===== src/rtl/serial_subtractor.sv =====
// Bit-serial subtractor: computes A-B-BIN one bit per cycle, LSB first, and
// presents D/BOUT/ZERO with a one-cycle DONE pulse after WIDTH shift cycles.
module serial_subtractor #(
  parameter int WIDTH = 8
) (
  input  logic             clk,
  input  logic             rstn,
  input  logic             start,
  input  logic [WIDTH-1:0] a,
  input  logic [WIDTH-1:0] b,
  input  logic             bin,
  output logic             busy,
  output logic             done,
  output logic [WIDTH-1:0] d,
  output logic             bout,
  output logic             zero
);

  localparam int CNT_W = (WIDTH > 2) ? $clog2(WIDTH) : 1;

  typedef enum logic [1:0] {
    IDLE  = 2'd0,
    SHIFT = 2'd1,
    FIN   = 2'd2
  } state_t;

  state_t           state;
  state_t           state_nxt;
  logic [WIDTH-1:0] a_sr;
  logic [WIDTH-1:0] b_sr;
  logic [WIDTH-1:0] res_sr;
  logic [WIDTH-1:0] res_nxt;
  logic             br;
  logic             br_nxt;
  logic             diff;
  logic [CNT_W-1:0] cnt;
  logic             last;
  logic             accept;

  function automatic logic diff_bit(input logic x, input logic y, input logic bw);
    return x ^ y ^ bw;
  endfunction

  function automatic logic borrow_bit(input logic x, input logic y, input logic bw);
    return (~x & y) | (~(x ^ y) & bw);
  endfunction

  assign diff    = diff_bit(a_sr[0], b_sr[0], br);
  assign br_nxt  = borrow_bit(a_sr[0], b_sr[0], br);
  assign res_nxt = {diff, res_sr[WIDTH-1:1]};
  assign last    = (cnt == CNT_W'(WIDTH - 1));
  assign accept  = start && (state != SHIFT);

  assign busy = (state == SHIFT);
  assign done = (state == FIN);

  always_ff @(posedge clk or negedge rstn) begin
    if (!rstn) state <= IDLE;
    else       state <= state_nxt;
  end

  always_comb begin
    state_nxt = state;
    case (state)
      IDLE:    if (start) state_nxt = SHIFT;
      SHIFT:   if (last)  state_nxt = FIN;
      FIN:     state_nxt = start ? SHIFT : IDLE;
      default: state_nxt = IDLE;
    endcase
  end

  // Operand capture on accept, one bit per cycle in SHIFT, result latch on FIN entry
  always_ff @(posedge clk or negedge rstn) begin
    if (!rstn) begin
      a_sr   <= '0;
      b_sr   <= '0;
      res_sr <= '0;
      br     <= 1'b0;
      cnt    <= '0;
      d      <= '0;
      bout   <= 1'b0;
      zero   <= 1'b1;
    end else if (accept) begin
      a_sr   <= a;
      b_sr   <= b;
      res_sr <= '0;
      br     <= bin;
      cnt    <= '0;
    end else if (state == SHIFT) begin
      a_sr   <= {1'b0, a_sr[WIDTH-1:1]};
      b_sr   <= {1'b0, b_sr[WIDTH-1:1]};
      res_sr <= res_nxt;
      br     <= br_nxt;
      cnt    <= cnt + 1'b1;
      if (last) begin
        d    <= res_nxt;
        bout <= br_nxt;
        zero <= (res_nxt == '0);
      end
    end
  end

endmodule

===== config.mk =====
export PLATFORM = sky130hd
export DESIGN_NAME = serial_subtractor
export DESIGN_NICKNAME = d
export VERILOG_FILES = /design/src/rtl/serial_subtractor.sv
export SDC_FILE = /design/constraint.sdc
export NUM_CORES = 1
export LEC_CHECK = 0
export CORE_UTILIZATION = 32
export CTS_BUF_LIST = sky130_fd_sc_hd__clkbuf_8
export CTS_CLUSTER_SIZE = 10
export DETAILED_ROUTE_END_ITERATION = 8
export PLACE_DENSITY_LB_ADDON = 0.15
export SLEW_MARGIN = 20
export SYNTH_ARGS = -nofsm -noshare
export SYNTH_HDL_FRONTEND = slang
export SYNTH_SLANG_ARGS = --single-unit
export TNS_END_PERCENT = 5

===== constraint.sdc =====
create_clock -name clk -period 1.6 [get_ports clk]
set_input_delay 0.24 -clock clk [delete_from_list [all_inputs] [get_ports clk]]
set_output_delay 0.24 -clock clk [all_outputs]
set_load 0.01 [all_outputs]

# Word level (Yosys, flattened, before mapping)

Cells that the tools add are included.

$add $sub $neg: 1
Equality and inequality tests: 6
Muxes and demuxes: 14
Bitwise operators: 8
Reductions and logical operators: 6

Operators by type and width:

| kind                  | count |
|---|---|
| $mux W8               | 6 |
| $logic_not A8 Y1      | 1 |
| $mux W3               | 2 |
| $pmux W2 S3           | 1 |
| $mux W2               | 2 |
| $ne A2 B1 Y1 const B  | 2 |
| $add A3 B1 Y3 const B | 1 |
| $eq A3 B3 Y1 const B  | 1 |
| $mux W1               | 3 |
| $not A1 Y1            | 3 |
| $reduce_and A3 Y1     | 1 |
| $and A1 B1 Y1         | 2 |
| $eq A2 B1 Y1 const B  | 1 |
| $eq A2 B2 Y1 const B  | 1 |
| $logic_not A2 Y1      | 1 |
| $ne A2 B2 Y1 const B  | 1 |
| $reduce_and A2 Y1     | 1 |
| $reduce_bool A2 Y1    | 1 |
| $xor A1 B1 Y1         | 2 |
| $logic_and A1 B1 Y1   | 1 |
| $or A1 B1 Y1          | 1 |

Register bits after elaboration: 40
Output and inout port bits: 12
Word-level logic and storage cells: 44

# Longest topological paths before layout

Gate-level depths: netlist of the first run.

Depth in word-level cells: 6
Depth in mapped cells: 6
Depth with buffers taken out: 5

# Least setup slack after synthesis of the first run

No wires, ideal clock.

Kind: flip-flop to flip-flop
Start point: register cnt[0]
End point: register d[0]
Arrival time: 1,316 ps
Required time: 1,475 ps
Slack: 159 ps
Cell stages (with the launch flop): 6
Path buffers: 1
Cell sequence: dfrtp_1 -> ha_1 -> ha_1 -> nand3b_4 -> buf_6 -> mux2_4

Cells in the longest elaborated chain, start to end: 2

RTL lines:

| what                               | RTL line | RTL |
|---|---|---|
| from (decl)                        | 36       | `logic [CNT_W-1:0] cnt;` |
| from (signal assigned)             | 94       | `cnt <= cnt + 1'b1;` |
| $eq A3 B3 Y1                       | 51       | `assign last = (cnt == CNT_W'(WIDTH - 1));` |
| $reduce_and A3 Y1 (no source line) | -        |  |
| to (signal assigned)               | 96       | `d <= res_nxt;` |
| to (decl)                          | 14       | `output logic [WIDTH-1:0] d,` |

No other way between the ends.
A chain may end at the register's enable or synchronous reset.

# Worst setup path in the final report of the first run

Start point: register cnt[0]
End point: register d[4]

Same word-level chain as after synthesis.

==> flow_summary.yaml, run 1 <==
power:
  total_power_mw: 3.82
  pwr-share-comb_pct: 37.0
  power_switching_share_pct: 33.0
  p_clk_share_pct: 18.5
  internal_power_mw: 2.56
  power.density_nw_per_um2: 1720
  p_sw_mw: 1.26
  seqPwrFrac_pct: 44.5
  cellLeakagePower_nw: 1.06
  irDropWorstVdd_uv: 635
die:
  core_area_um2: 5200
  die_w_um: 76.3
  die_height_um: 76.3
  ioPinCount: 32
  die_area_um2: 5820
  fp-row-count: 26
  start_util_pct: 33.9
cts:
  cts_tree: "yes"
  clock_sinks: 39
  htree_levels: 2
  clkLatencyLatePin_ns: 0.28
  clockRootBuffer: "clkbuf_8"
  numCtsBuffers: 5
  post_cts.repair.setup_buffers: 0
  clkTransAtPathRegs_ns: 0.07
  ctsLongestPathBuffers: 2
sta:
  finalHoldViolations: 0
  slew_viol_final: 0
  timing.fmax_mhz: 655
  setup_violations: 0
  slew_headroom_pct: 80.5
  layout_worst_path_cycle_share_pct: 95.4
  fin_tns_setup_ns: 0
  tightest_slew_ns: 0.290
  rsz0062_at_grt: "false"
  clock-skew-final_ns: 0.00144
  period_minus_slack_ns: 1.53
global_route:
  grt_pass1_vias: 1198
  grt_max_degree: 54
  grt_usage_pct: 12.1
  antenna_found_initial: 0
  grt_pass1_wl_um: 5400
  gr-total-overflow: 0
drt:
  drc: 0
  drt_iter0_markers: 63
  drt-total-wl_um: 3100
  viasPerCell: 4.39
  antenna_left: 0
  routed-via-count: 1133
  wire_per_inst_um: 12.0
  dr.pass1.iters: 4
finish:
  layout_common_cells: "dfrtp_1, nand2_1, clkdlybuf4s50_1"
  area_growth_pct: 26.1
  nFillCells: 490
  final_cells: 258
  drive_gt1_share_pct: 12.8
  n_antenna_cell: 0
  nets: 210
  final_common_cell: "dfrtp_1"
  fin_util_pct: 42.8
worst_setup_path:
  critPathKind: "register to register"
  crit_path_end_kind: "register"
  arrival_ns: 1.70
  critPathMaxStageDelay_ns: 0.40
  cpMostUsedCell: "ha_1"
  crit_required_ns: 1.77
  start_kind: "register"
  crit_chain: "ha_1 > ha_1 > nand3b_4 > mux2_2"
  crit_fanout: 13
  cp_slowest_cell: "dfrtp_1"
logic_synthesis:
  synth_top_family_by_area: "multiplexers"
  synth.distinct_cells: 25
  ys_warn_count: 0
  ys_seq_area_share_pct: 55.4
  synth_nets: 176
  synth_compound_area_share_pct: 8.15
  yosys.area_share.simple_pct: 11.3
  avgSynthCellArea_um2: 11.5
  synth-adder-area-share_pct: 2.55
  synth_mux_area_share_pct: 16.1
  syn_area_um2: 1770
  ys_seq_elements: 39
  synthXorXnorAreaFrac_pct: 0
  syn_inst: 153
run_status:
  outcome: "complete, no violations"
placement:
  dpl.hpwl_um: 2170
  gp_congestion: 0.780
  place_inst: 249
  portBuffers: 31
worst_hold_path:
  hold_class: "input port to async pin"
flow_run:
  maxCapViolCount: 0
critical path: cells and delay by family (launching register included):
kind,cells,cell delay [ns]
fa+ha+maj,2,0.44
flops,1,0.40
mux,1,0.37
simple gates,1,0.20
Yosys cell counts:
cell	instances	area (um2)
nor2_1	2	7.51
dfrtp_1	38	951
inv_1	4	15.0
dfstp_2	1	26.3
clkbuf_4	1	7.51
a211oi_1	1	7.51
nor2_2	1	6.26
mux2_4	6	90.1
nand3b_4	1	20.0
buf_8	1	15.0
nor4_1	2	12.5
o22ai_1	1	6.26
buf_4	1	7.51
and2b_1	2	15.0
nand2_1	35	131
mux2_2	3	33.8
clkinv_1	1	3.75
fa_1	1	20.0
o21ai_1	4	20.0
mux2i_1	16	160
buf_6	6	67.6
nor2b_1	1	6.26
a21oi_1	1	5.00
o21ai_0	21	105
ha_1	2	25.0
layer usage:
layer	global-route usage, %	routed length [um]	up-vias
li1	-	-	580
met1	13.4	1400	524
met5	0	0	-
met4	6.35	64	0
met2	20.5	1510	24
met3	3.83	137	5
final timing paths:
| kind | depth (start not counted) | slack [ns] | from | endpoint |
|---|---|---|---|---|
| max | 4 | 0.07 | cnt[0] | d[4] |
| min | 3 | 0.45 | rstn | d[6] |
| max reg2reg | 4 | 0.07 | cnt[0] | d[4] |
| min reg2reg | 2 | 0.48 | zero | zero |
| max in group asynchronous | 3 | 0.90 | rstn | zero |
| min in group clk | 2 | 0.48 | zero | zero |
stage by stage:
stage / area (um2) / setup WS [ns] / hold WS, ns
2_1_floorplan: 1770 / 0.159 / -0.0556
3_3_place_gp: 2120 / 0.128 / 0.224
3_5_place_dp: 2120 / 0.0726 / 0.223
4_1_cts: 2220 / 0.00629 / 0.448
5_1_grt: 2230 / 0.0207 / 0.473
6_report: 2230 / 0.0740 / 0.453
cells by family (layout without fill, tap and decap cells):
kind of cell / after synthesis / count (layout)
DFF: 39 / 39
AOI/OAI and AO/OA: 28 / 28
buffers and inverters: 14 / 49
and+or+nand+nor: 44 / 44
adders and majority gates: 3 / 3
muxes: 25 / 25
area by class of cell:
| class | instances | area (um2) | share of cell area [%] |
|---|---|---|---|
| inverters | 5 | 18.8 | 0.843 |
| multi-input cells | 100 | 672 | 30.2 |
| clock buffers | 7 | 96.3 | 4.33 |
| repair buffers | 36 | 370 | 16.6 |
| clock inverters | 1 | 3.75 | 0.169 |
| flip-flops and latches | 39 | 977 | 43.9 |
| well taps | 70 | 87.6 | 3.93 |
repair_timing:
action                                  4_1_cts  5_1_grt
pin swaps                                     0        0
resized for setup                             2        1
hold buffers                                  1        0
endpoints found under the setup margin        2        1
endpoints found under the hold margin        38        0
flip-flops by register name (all words and copies together) (netlist names):
register / count
a_sr: 8
b_sr: 8
bout: 1
br: 1
cnt: 3
d: 8
res_sr: 7
state: 2
zero: 1
power groups by stage:
stage	combinational (mW)	clock [mW]	sequential (mW)
after detailed placement	1.45	0	1.73
after CTS	1.44	0.734	1.71
after global placement	1.42	0	1.70
final	1.41	0.707	1.70
after global routing	1.59	0.784	1.77
after floorplan	1.02	0	1.70
Power figures use the tool's default switching activity.
==> run 2: changes to the inputs <==
--- a/config.mk
+++ b/config.mk
@@ -12,3 +12,2 @@
 export PLACE_DENSITY_LB_ADDON = 0.15
-export SLEW_MARGIN = 20
 export SYNTH_ARGS = -nofsm -noshare
==> constraint.sdc (replaced) <==
create_clock -name clk -period 1.6 [get_ports clk]
set_input_delay 0.32 -clock clk [delete_from_list [all_inputs] [get_ports clk]]
set_output_delay 0.32 -clock clk [all_outputs]
set_load 0.01 [all_outputs]
==> run 2 against run 1 <==
Against the previous run:
- hold slack improved by 0.027 ns
- flip-flop and latch count did not move
- die area unchanged
- sequential share of layout area shrank 0.29 points
- core utilization grew 0.29 points
- fmax grew 1.6%
- critical path depth down 3
- total power up 3.1%
- setup slack improved by 0.025 ns
- final cell count rose by 0.39%
- clock skew is 0.0032 ns higher
- highest routed layer unchanged
==> flow_summary.yaml, run 2 (synthesized netlist as in run 1, its figures left out) <==
run_status:
  outcome: "complete, no violations"
worst_setup_path:
  reg2reg_slack_ns: 0.11
  crit_family: "buffers and inverters"
  start_kind: "register"
  crit_path_end_kind: "output port"
  cp_slowest_cell: "clkdlybuf4s50_1"
  crit_chain: "clkdlybuf4s50_1"
  crit_required_ns: 1.28
  r2r_start: "cnt[0]"
  arrival_ns: 1.18
  crit_start: "bout"
  critPathMaxStageDelay_ns: 0.54
  crit_buf_inv: 1
  timing.rr.end: "d[4]"
  cp_num_cells: 1
  rr_worst_depth: 4
  critPathKind: "register to output port"
  crit_fanout: 2
  critical_path.endpoint: "bout"
flow_run:
  maxCapViolCount: 0
finish:
  reg.largest.list: "a_sr: 8 flops, b_sr: 8 flops, d: 8 flops"
  n_antenna_cell: 0
  final_cells: 259
  final_common_cell: "dfrtp_1"
  area_growth_pct: 26.9
  drive_gt1_share_pct: 14.3
  fin_util_pct: 43.1
  layout_common_cells: "dfrtp_1, nand2_1, clkdlybuf4s50_1"
  nets: 211
  stdcell_area_um2: 2240
die:
  die_height_um: 76.3
  fp-row-count: 26
  start_util_pct: 33.9
  core_area_um2: 5200
  die_w_um: 76.3
  die_area_um2: 5820
  ioPinCount: 32
placement:
  place_ws_ns: 0.0655
  dpl_cell_area_um2: 2100
  place_inst: 249
  gp_congestion: 0.771
  portBuffers: 31
  dpl.hpwl_um: 2260
drt:
  drc: 0
  drt-total-wl_um: 3170
  dr.pass1.iters: 4
  routed-via-count: 1144
  wire_per_inst_um: 12.2
  viasPerCell: 4.42
  drt_iter0_markers: 63
  antenna_left: 0
power:
  p_clk_share_pct: 21.2
  seqPwrFrac_pct: 42.9
  internal_power_mw: 2.66
  cellLeakagePower_nw: 1.05
  total_power_mw: 3.94
  power.density_nw_per_um2: 1760
  pwr-share-comb_pct: 35.9
  power_switching_share_pct: 32.5
  irDropWorstVdd_uv: 719
  p_sw_mw: 1.28
global_route:
  top_usage_layer: "met2"
  gr-total-overflow: 0
  grt_pass1_wl_um: 5630
  grt_use_met2_pct: 20.3
  grt_usage_pct: 12.5
  met3_usage_pct: 3.71
  grt_max_degree: 54
  grt_pass1_vias: 1172
  grt_util_met1_pct: 15.6
  antenna_found_initial: 0
cts:
  clockRootBuffer: "clkbuf_8"
  cts_tree: "yes"
  clock_sinks: 39
  htree_levels: 2
  clkLatencyLatePin_ns: 0.29
  ctsLongestPathBuffers: 2
  clkTransAtPathRegs_ns: 0.07
  numCtsBuffers: 5
sta:
  tightest_slew_ns: 0.449
  period_minus_slack_ns: 1.50
  fin_ws_ns: 0.0986
  finalHoldViolations: 0
  hold_ws_ns: 0.479
  slew_headroom_pct: 70.1
  rsz0062_at_grt: "false"
  timing.fmax_mhz: 666
  setup_violations: 0
  fin_tns_setup_ns: 0
  layout_worst_path_cycle_share_pct: 93.8
  clock-skew-final_ns: 0.00464
  slew_viol_final: 0
worst_hold_path:
  hold_class: "register to register"
## run 2: worst min path at each step
| stage | start | to | cells past startpoint |
|---|---|---|---|
| 6_report | zero | zero | 2 |
| 5_1_grt | a_sr[1] | a_sr[0] | 2 |
| 4_1_cts | zero | zero | 2 |
| 3_5_place_dp | rstn | d[3] | 1 |
| 3_3_place_gp | rstn | d[3] | 1 |
| 2_1_floorplan | rstn | a_sr[0] | 0 |
## run 2: cell type report
type                       count  area [um2]
multi-input combinational    100         678
sequential                    39         977
clock inverter                 2        35.0
timing repair buffer          37         362
fill                         520        2960
tap                           70        87.6
clock buffer                   6        82.6
inverter                       5        18.8
## run 2: power groups by stage
stage | logic (mW) | registers (mW) | clock network, mW
floorplan | 1.02 | 1.70 | 0
global placement | 1.37 | 1.70 | 0
detailed placement | 1.42 | 1.72 | 0
CTS | 1.43 | 1.70 | 0.866
global route | 1.59 | 1.76 | 0.924
finish | 1.42 | 1.69 | 0.834
## run 2: routing by layer
layer  vias to the layer above  wire length (um)
met1                       533              1530
met5                         -                 0
met2                        26              1460
met4                         0                42
met3                         5               133
li1                        580                 -
## run 2: timing repair
item | in CTS | in global routing
setup endpoints to repair | 3 | 1
hold buffers | 1 | 0
endpoints found under the hold margin | 16 | 0
resized for setup | 3 | 1
buffers inserted | 1 | 0
==> run 3: changes to the inputs <==
- CORE_UTILIZATION: 32 -> 24
==> run 3 against run 2 <==
Against the previous run:
- clock skew rose by 0.0029 ns
- routed wire length rose by 5.6%
- die area rose by 32%
- final cell count rose by 10%
- total power fell by 5.3%
- register-to-register slack barely moved
- setup slack got worse by 0.012 ns
- global-route usage fell by 2.8 points
- non-clock buffer count rose by 1
- clock power fell by 23%
- highest routed layer unchanged
==> flow_summary.yaml, run 3 (synthesized netlist as in run 1, its figures left out) <==
run_status:
  outcome: "complete, no violations"
cts:
  ctsLongestPathBuffers: 2
  cts_tree: "yes"
  clock_sinks: 39
  clockRootBuffer: "clkbuf_8"
  numCtsBuffers: 5
  htree_levels: 2
  post_cts.repair.setup_buffers: 0
  clkLatencyLatePin_ns: 0.29
  clkTransAtPathRegs_ns: 0.08
finish:
  drive_gt1_share_pct: 13.7
  area_growth_pct: 27.1
  final_cells: 286
  final-seq-area_um2: 977
  multiInputGateArea_um2: 672
  reg.largest.list: "a_sr: 8 flops, b_sr: 8 flops, d: 8 flops"
  n_antenna_cell: 0
  fin_util_pct: 32.3
  layout_common_cells: "dfrtp_1, nand2_1, clkdlybuf4s50_1"
  nets: 212
  nFillCells: 714
  final_common_cell: "dfrtp_1"
global_route:
  grt_pass1_wl_um: 5700
  antenna_found_initial: 0
  grt_max_degree: 54
  grt_usage_pct: 9.76
  grt_pass1_vias: 1237
  gr-total-overflow: 0
sta:
  slew_viol_final: 0
  finalHoldViolations: 0
  rsz0062_at_grt: "false"
  setup_violations: 0
  layout_worst_path_cycle_share_pct: 94.6
  slew_headroom_pct: 69.1
  clock-skew-final_ns: 0.00752
  timing.fmax_mhz: 661
  fin_tns_setup_ns: 0
  tightest_slew_ns: 0.464
  period_minus_slack_ns: 1.51
worst_hold_path:
  hold-path-cell-count: 2
  hold_class: "register to register"
drt:
  wire_per_inst_um: 11.7
  drc: 0
  drt_iter0_markers: 35
  routed-via-count: 1167
  drt-total-wl_um: 3340
  viasPerCell: 4.08
  dr.pass1.iters: 4
  antenna_left: 0
worst_setup_path:
  start_kind: "register"
  arrival_ns: 1.19
  crit_buf_inv: 1
  crit_family: "buffers and inverters"
  crit_path_end_kind: "output port"
  crit_chain: "clkdlybuf4s50_1"
  crit_required_ns: 1.28
  cp_slowest_cell: "clkdlybuf4s50_1"
  critPathMaxStageDelay_ns: 0.54
  critPathKind: "register to output port"
  crit_fanout: 2
  cp_num_cells: 1
  rr_worst_depth: 4
die:
  fp-row-count: 30
  ioPinCount: 32
  start_util_pct: 25.4
  core_area_um2: 6940
  die_height_um: 87.8
  die_area_um2: 7700
  die_w_um: 87.8
placement:
  gp_congestion: 0.721
  portBuffers: 31
  place_inst: 277
  dpl.hpwl_um: 2470
power:
  power.density_nw_per_um2: 1660
  cellLeakagePower_nw: 1.04
  irDropWorstVdd_uv: 591
flow_run:
  maxCapViolCount: 0
-- run 3: worst paths after layout --
path | startpoint | to | slack (ns)
worst max-delay path | bout | bout | 0.09
worst min-delay path | zero | zero | 0.48
worst max register to register | cnt[0] | d[3] | 0.11
worst min register to register | zero | zero | 0.48
max in group asynchronous | rstn | res_sr[7] | 0.61
min in group asynchronous | rstn | d[6] | 0.52
-- run 3: area by class of cell --
class,count,area share (%)
well taps,96,5.35
repair buffers,38,16.5
inverters,5,0.837
multi-input cells,100,29.9
clock inverters,3,0.725
flip-flops and latches,39,43.6
clock buffers,5,3.07
-- run 3: timing repair --
item / in CTS / in global routing
endpoints found under the hold margin: 17 / 0
resized for setup: 3 / 1
endpoints found under the setup margin: 3 / 1
hold buffers: 1 / 0
cloned: 0 / 0
-- run 3: metal layers --
metal  global-route usage [%]  vias up  part of all wire [%]
met5                        0        -                     0
met4                     4.32        0                   1.9
met3                     3.68        8                   5.7
met2                     14.9       36                    44
met1                     12.3      539                    48
li1                         -      584                     -
-- run 3: stage by stage --
step	setup WS [ns]	cell area [um2]	hold WS, ns	power [mW]
2_1_floorplan	0.159	1770	0.0244	2.73
3_3_place_gp	0.0796	2150	0.288	3.10
3_5_place_dp	0.0667	2150	0.301	3.17
4_1_cts	0.0207	2240	0.480	3.82
5_1_grt	0.00232	2240	0.490	4.07
6_report	0.0867	2240	0.475	3.73
-- run 3: where the power goes --
part	internal (mW)	leakage, nW	total [mW]	switching, mW
logic	0.726	0.505	1.38	0.656
registers	1.42	0.493	1.71	0.294
clock network	0.298	0.0453	0.641	0.343
